==> src/rtl/fp_normalize_left.sv <==
// Post-add normaliser/packer for the single-precision FP adder: renormalises the
// aligned sum (one left shift per clock), rounds to nearest-even and packs an IEEE-754 single.
module fp_normalize_left #(
  parameter bit          ROUND_EN  = 1'b1,
  parameter int unsigned MAX_SHIFT = 25
) (
  input  logic        clk,
  input  logic        res,
  input  logic        in_valid,
  output logic        in_ready,
  input  logic        in_sign,
  input  logic [7:0]  in_exp,
  input  logic [26:0] in_mag,
  output logic        out_valid,
  input  logic        out_ready,
  output logic [31:0] result,
  output logic [4:0]  shift_cnt
);

  typedef enum logic [2:0] {
    IDLE  = 3'd0,
    CHECK = 3'd1,
    SHIFT = 3'd2,
    ROUND = 3'd3,
    PACK  = 3'd4,
    HOLD  = 3'd5
  } state_e;

  localparam logic [4:0] MAX_CNT = 5'(MAX_SHIFT);

  state_e      state_q, state_d;
  logic        s_q, s_d;
  logic [9:0]  e_q, e_d;
  logic [26:0] m_q, m_d;
  logic [4:0]  cnt_q, cnt_d;
  logic        zero_q, zero_d;
  logic [31:0] result_q, result_d;
  logic [4:0]  shift_cnt_q, shift_cnt_d;

  logic        rnd_inc;
  logic [24:0] rnd_sum;
  logic [26:0] rnd_full;

  assign in_ready  = (state_q == IDLE);
  assign out_valid = (state_q == HOLD);
  assign result    = result_q;
  assign shift_cnt = shift_cnt_q;

  always_comb begin
    // NOTE: every signal gets a default before the case so no path leaves it unassigned (no latches).
    state_d     = state_q;
    s_d         = s_q;
    e_d         = e_q;
    m_d         = m_q;
    cnt_d       = cnt_q;
    zero_d      = zero_q;
    result_d    = result_q;
    shift_cnt_d = shift_cnt_q;
    rnd_inc     = ROUND_EN && m_q[1] && (m_q[0] || m_q[2]);
    rnd_sum     = {1'b0, m_q[25:2]} + 25'd1;
    rnd_full    = {rnd_sum, m_q[1:0]};

    unique case (state_q)
      IDLE: begin
        if (in_valid) begin
          s_d     = in_sign;
          e_d     = {2'b00, in_exp};
          m_d     = in_mag;
          cnt_d   = '0;
          zero_d  = 1'b0;
          state_d = CHECK;
        end
      end
      CHECK: begin
        if (m_q == '0) begin
          zero_d  = 1'b1;
          state_d = PACK;
        end else if (m_q[26]) begin
          // Carry-out: fold the dropped guard into sticky.
          m_d     = {1'b0, m_q[26:2], m_q[1] | m_q[0]};
          e_d     = e_q + 10'd1;
          state_d = ROUND;
        end else if (m_q[25]) begin
          state_d = ROUND;
        end else begin
          state_d = SHIFT;
        end
      end
      SHIFT: begin
        // Exit is decided on the registered m/e, one cycle after the last shift.
        if (m_q[25] || (e_q <= 10'd1)) begin
          state_d = ROUND;
        end else if (cnt_q == MAX_CNT) begin
          zero_d  = 1'b1;
          state_d = ROUND;
        end else begin
          m_d   = {m_q[25:0], 1'b0};
          e_d   = e_q - 10'd1;
          cnt_d = cnt_q + 5'd1;
        end
      end
      ROUND: begin
        if (rnd_inc) begin
          if (rnd_sum[24]) begin
            m_d = {1'b0, rnd_full[26:1]};
            e_d = e_q + 10'd1;
          end else begin
            m_d = rnd_full;
          end
        end
        state_d = PACK;
      end
      PACK: begin
        shift_cnt_d = cnt_q;
        if (zero_q)              result_d = '0;
        else if (e_q >= 10'd255) result_d = {s_q, 8'hFF, 23'h0};
        else if (!m_q[25])       result_d = {s_q, 8'h00, m_q[24:2]};
        else                     result_d = {s_q, e_q[7:0], m_q[24:2]};
        state_d = HOLD;
      end
      HOLD: begin
        if (out_ready) state_d = IDLE;
      end
      default: state_d = IDLE;
    endcase
  end

  always_ff @(posedge clk or negedge res) begin
    if (!res) begin
      state_q     <= IDLE;
      s_q         <= 1'b0;
      e_q         <= '0;
      m_q         <= '0;
      cnt_q       <= '0;
      zero_q      <= 1'b0;
      result_q    <= '0;
      shift_cnt_q <= '0;
    end else begin
      // NOTE: non-blocking assignments so every flop samples the pre-edge values.
      state_q     <= state_d;
      s_q         <= s_d;
      e_q         <= e_d;
      m_q         <= m_d;
      cnt_q       <= cnt_d;
      zero_q      <= zero_d;
      result_q    <= result_d;
      shift_cnt_q <= shift_cnt_d;
    end
  end

endmodule

==> config.mk <==
export PLATFORM = sky130hd
export DESIGN_NAME = fp_normalize_left
export DESIGN_NICKNAME = d
export VERILOG_FILES = /design/src/rtl/fp_normalize_left.sv
export SDC_FILE = /design/constraint.sdc
export NUM_CORES = 1
export LEC_CHECK = 0
export ABC_CLOCK_PERIOD_IN_PS = 2670
export CAP_MARGIN = 10
export CORE_AREA = 2 2 90 158
export CTS_CLUSTER_SIZE = 8
export DETAILED_ROUTE_END_ITERATION = 16
export DIE_AREA = 0 0 92 160
export SYNTH_ARGS = -nofsm -noshare
export SYNTH_HDL_FRONTEND = slang
export SYNTH_SLANG_ARGS = --single-unit
==> constraint.sdc <==
create_clock -name clk -period 2.67 [get_ports clk]
set_clock_uncertainty 0.05 [all_clocks]
set_input_delay 0.4005 -clock clk [delete_from_list [all_inputs] [get_ports clk]]
set_output_delay 0.4005 -clock clk [all_outputs]
set_load 0.005 [all_outputs]
# After elaboration in Yosys (flattened, before gate mapping)
# Index checks and enable logic that the tools add are counted.
[totals]
register_bits = 84
inputBits = 40
out_inout_bits = 39
elab_cells = 85
[op_classes]
n_addsub = 4
magnitude_cmp = 2
n_eq_ne = 17
n_mux = 36
bitwise = 1
n_reduce_logical = 15
[ops]
columns = ["operator", "n"]
rows = [
  ["$mux W27", 5],
  ["$pmux W27 S4", 1],
  ["$mux W10", 7],
  ["$mux W31", 2],
  ["$mux W26", 2],
  ["$pmux W10 S4", 1],
  ["$mux W32", 1],
  ["$logic_not A27 Y1", 1],
  ["$add A24 B1 Y25 const B", 1],
  ["$ne A2 B2 Y1 const B", 9],
  ["$pmux W3 S6", 1],
  ["$mux W3", 5],
  ["$mux W5", 3],
  ["$add A10 B1 Y10 const B", 1],
  ["$ge A10 B8 Y1 const B", 1],
  ["$le A10 B1 Y1 const B", 1],
  ["$pmux W5 S2", 1],
  ["$sub A10 B1 Y10 const B", 1],
  ["$reduce_and A8 Y1", 1],
  ["$reduce_and A7 Y1", 1],
  ["$eq A3 B2 Y1 const B", 2],
  ["$eq A3 B3 Y1 const B", 2],
  ["$mux W1", 6],
  ["$reduce_and A6 Y1", 1],
  ["other kinds (17)", 18],
]

# Depth between registers and ports, before layout
[depth]
ltp_word = 4
ltp_mapped = 11
ltp_nobuf = 8

# Worst setup path after synthesis
# Ideal clock, no wire load.
[synth_path]
kind = "register to register"
start = "reg e_q[0]"
end = "reg m_q[22]"
setup_ps = 130
arrival_time_ps = 2194
required_ps = 2490
slack_ps = 295
path_stages_with_launch = 11
path_buffers = 2
synth_period_minus_slack_ps = 2375
path_cell_list = "dfrtp_1 -> inv_1 -> ha_1 -> clkbuf_1 -> nor2_1 -> nor2_1 -> a311oi_4 -> nand2_1 -> buf_4 -> a2111oi_2 -> a21oi_1"
[synth_via]
elab_chain_cells = 4
[synth_rtl]
columns = ["item", "line", "rtl"]
rows = [
  ["start, declared", "33", "logic [9:0] e_q, e_d;"],
  ["start signal, assigned", "132", "e_q <= '0;"],
  ["start signal, assigned", "142", "e_q <= e_d;"],
  ["$le A10 B1 Y1", "91", "if (m_q[25] || (e_q <= 10'd1)) begin"],
  ["$logic_or A1 B1 Y1", "91", ""],
  ["$ne A2 B2 Y1 (no line)", "--", ""],
  ["$reduce_and A7 Y1 (no line)", "--", ""],
  ["end signal, assigned", "143", "m_q <= m_d;"],
  ["end, declared", "34", "logic [26:0] m_q, m_d;"],
]
# No other way between the ends.
# A chain may end at the register's enable or synchronous reset.

# Final worst setup path
[layout_path]
start = "reg state_q[0]"
end = "out in_ready"
[layout_via]
elab_chain_cells = 1
[layout_rtl]
columns = ["item", "line", "rtl"]
rows = [
  ["start, declared", "31", "state_e state_q, state_d;"],
  ["start signal, assigned", "140", "state_q <= state_d;"],
  ["$logic_not A3 Y1", "44", "assign in_ready = (state_q == IDLE);"],
  ["end, declared", "10", "output logic in_ready,"],
]
# No other way between the ends.

==> summary.txt <==
Clock tree
  – CTS Buf Count: 9
  – Root Buffer: clkbuf_16
  – Setup Fix Bufs, Post-CTS: 0
  – H-tree depth: 3
  – Worst-skew pair later-pin latency: 0.35 ns
  – CTS Sinks: 84
  – Post-CTS resize count: 0
  – TritonCTS clock tree: done
  – CTS max path bufs: 2
  – Hold Buf Count CTS: 1
  – Clock slew at reported path FFs: 0.07 ns

Critical path
  – Type of the worst setup path: reg2out
  – Capture point of the worst path: in_ready
  – R2r setup slk: 0.21 ns
  – Crit-path max cell delay: 0.57 ns
  – Worst-path cell chain: buf_4, nor3_1, clkdlybuf4s50_1
  – CP max FO: 15
  – CP required: 2.22 ns
  – Reg-to-Reg Start: m_q[3]
  – Startpoint types: flop
  – Critical Path Source: state_q[0]
  – Reg-to-reg endpoint: e_q[0]
  – Slowest CP cell: clkdlybuf4s50_1
  – Critical Path AT: 2.05 ns
  – Top delay family on crit path: buffers and inverters
  – CP Depth: 3
  – WP buf/inv: 2
  – Crit path capture type: output port
  – Reg2Reg Depth: 7

Final layout
  – # fillers: 1,331
  – Antenna diodes: 0
  – Layout cells sized above 1: 14.1%
  – Multi-input logic area: 2880 sq um
  – Post-route core utilization: 50.7%
  – Nets: 759
  – Sequential cell area: 2100 sq um
  – Layout area overhead: 29.9%

Detailed routing
  – DR pass1 iterations: 6
  – Drt wl/cell: 20.6 um
  – First-iteration detailed-routing DRC count: 491
  – Post-route DRC: 0
  – Drt via density: 6.04
  – Routed wire length: 18.5 mm
  – Vias: 5,403
  – Routed Antenna Nets: 0

Global route
  – Wire length of the first global-routing pass: 29.4 mm
  – GRT overflow: 0
  – Vias in the first global route: 5,489
  – Largest net degree at the start of global routing: 56
  – Initial antenna violation count: 0
  – Total track usage: 25.4%

Die
  – Row cnt: 57
  – Die H: 160 um
  – Core area: 13,600 sq um
  – Die area: 14,700 sq um
  – Die extent in x: 92 um
  – Initial core utilization: 39.1%
  – I/O pin count: 79

STA
  – Final min period: 2.50 ns
  – RSZ-0062 raised after global routing: no
  – Setup-failing EPs final: 0
  – Worst slew pin tran: 0.753 ns
  – Min Hold Slack: 0.427 ns
  – Setup total negative slack: 0 ns
  – Achievable Freq: 0.400 GHz
  – Fin. Hold Viols: 0
  – Crit share post-route: 93.6%
  – Max Slew Vio Count: 0
  – Relative slew slack: 49.6%

Worst hold path
  – Hold Path Class: reg2reg

Synth
  – Post-synthesis cell area: 5290 sq um
  – Register bit total from synthesis: 84
  – Cell taking the most area after synthesis: dfrtp_1
  – Synth Instances: 614
  – FFs w/ async S/R, synth: 100%
  – Synth area leaders: dfrtp_1 40%, a22o_1 6.8%, o21ai_0 5.6%
  – Synth top area share: 39.7%
  – Synthesized net count: 661
  – Sequential fraction of the synthesis area: 39.7%
  – Mean post-synth cell area: 8.62 sq um
  – Post-synth cell types: 73
  – Primary FF master, synth: dfrtp_1
  – Syn. warnings: 0
  – Post-synth EDFFs: 0

Power
  – P per Cell Area: 1300 nW/um^2
  – Leakage power total: 2.87 nW
  – Max VDD drop: 0.614 mV

Placement
  – IO Port Bufs: 78
  – GPL Wtd Cong: 0.940
  – HPWL after detailed placement: 13.6 mm

Status
  – Status: complete, no violations

Run
  – Number of max-cap violations: 0
where the power goes:
part           internal, mW  switching (mW)
clock network         0.656           0.605
logic                  2.33            3.00
registers              1.82           0.525
layer usage:
metal / global-route usage (%) / wire [um] / vias to the layer above
met5: 0 / 0 / -
met1: 28.1 / 6670 / 2657
met2: 45.4 / 9910 / 219
met3: 3.82 / 827 / 74
met4: 14.9 / 1050 / 0
li1: - / - / 2453
worst register-to-register path: stages (launching register included):
cell and delay [ns]:
dfrtp_1 0.36, ha_1 0.28, nand4_2 0.16, or4_4 0.59, o21ai_4 0.19, nand3_4 0.24, or3_1 0.41, o21ai_0 0.09
cell usage in the layout (no fill, tap or decap), drive strengths merged, types with 6 or more instances in the layout:
cell	count
a21oi	46
buf	63
o31ai	12
nor2	65
dfrtp	84
nor3	20
nand4	7
nand2	43
xnor2	12
nand3	22
o21ai	60
a22o	41
xor2	8
a22oi	8
nor4	12
ha	7
clkdlybuf4s50	77
inv	25
clkbuf	9
mux2	6
cells by family after synthesis:
kind of cell,Yosys count,share of synthesized area (%)
AND/OR/NAND/NOR,197,18.7
AO/OA/AOI/OAI,223,28.9
buffers and inverters,75,6.12
XOR/XNOR,20,3.31
flip-flops,84,39.7
adder cells (fa/ha/maj),7,1.65
multiplexers,8,1.65
area by class of cell:
class	count	share of cell area (%)
multi-input combinational	455	41.8
sequential	84	30.6
timing repair buffer	141	19.0
clock buffer	9	3.28
tap	177	3.22
inverter	21	1.15
clock inverter	7	0.983
synthesized netlist by cell type (all sizes together) (6+ instances only):
library cell  instances
nor4                 12
a22o                 41
nand3                22
a22oi                 8
xor2                  8
dfrtp                84
nand4                 7
clkbuf               33
nor2                 65
inv                  21
nor3                 20
o31ai                12
xnor2                12
ha                    7
a21oi                46
nand2                43
o21ai                60
buf                  21
mux2                  6
worst min path at each step:
stage	cells after the start	slack, ns	from	end
3_5_place_dp	1	0.33	res	result[5]
4_1_cts	2	0.44	shift_cnt[1]	shift_cnt[1]
2_1_floorplan	0	0.05	res	cnt_q[0]
5_1_grt	1	0.47	result[26]	result[26]
3_3_place_gp	1	0.33	res	result[8]
6_report	2	0.43	shift_cnt[1]	shift_cnt[1]
flip-flops by register name, indices dropped and copies added, names as in the netlist:
register   flops
cnt_q          5
e_q           10
m_q           27
result        32
s_q            1
shift_cnt      5
state_q        3
zero_q         1
stage by stage:
stage / area, sq um / setup WS (ns) / power, mW / instances
after detailed placement: 6570 / 0.175 / 7.59 / 877
after global placement: 6570 / 0.203 / 7.49 / 877
after CTS: 6880 / 0.158 / 8.89 / 894
after global routing: 6880 / 0.0127 / 9.54 / 894
final: 6880 / 0.171 / 8.93 / 894
after floorplan: 5290 / 0.295 / 5.47 / 614
Power figures use the tool's default switching activity.
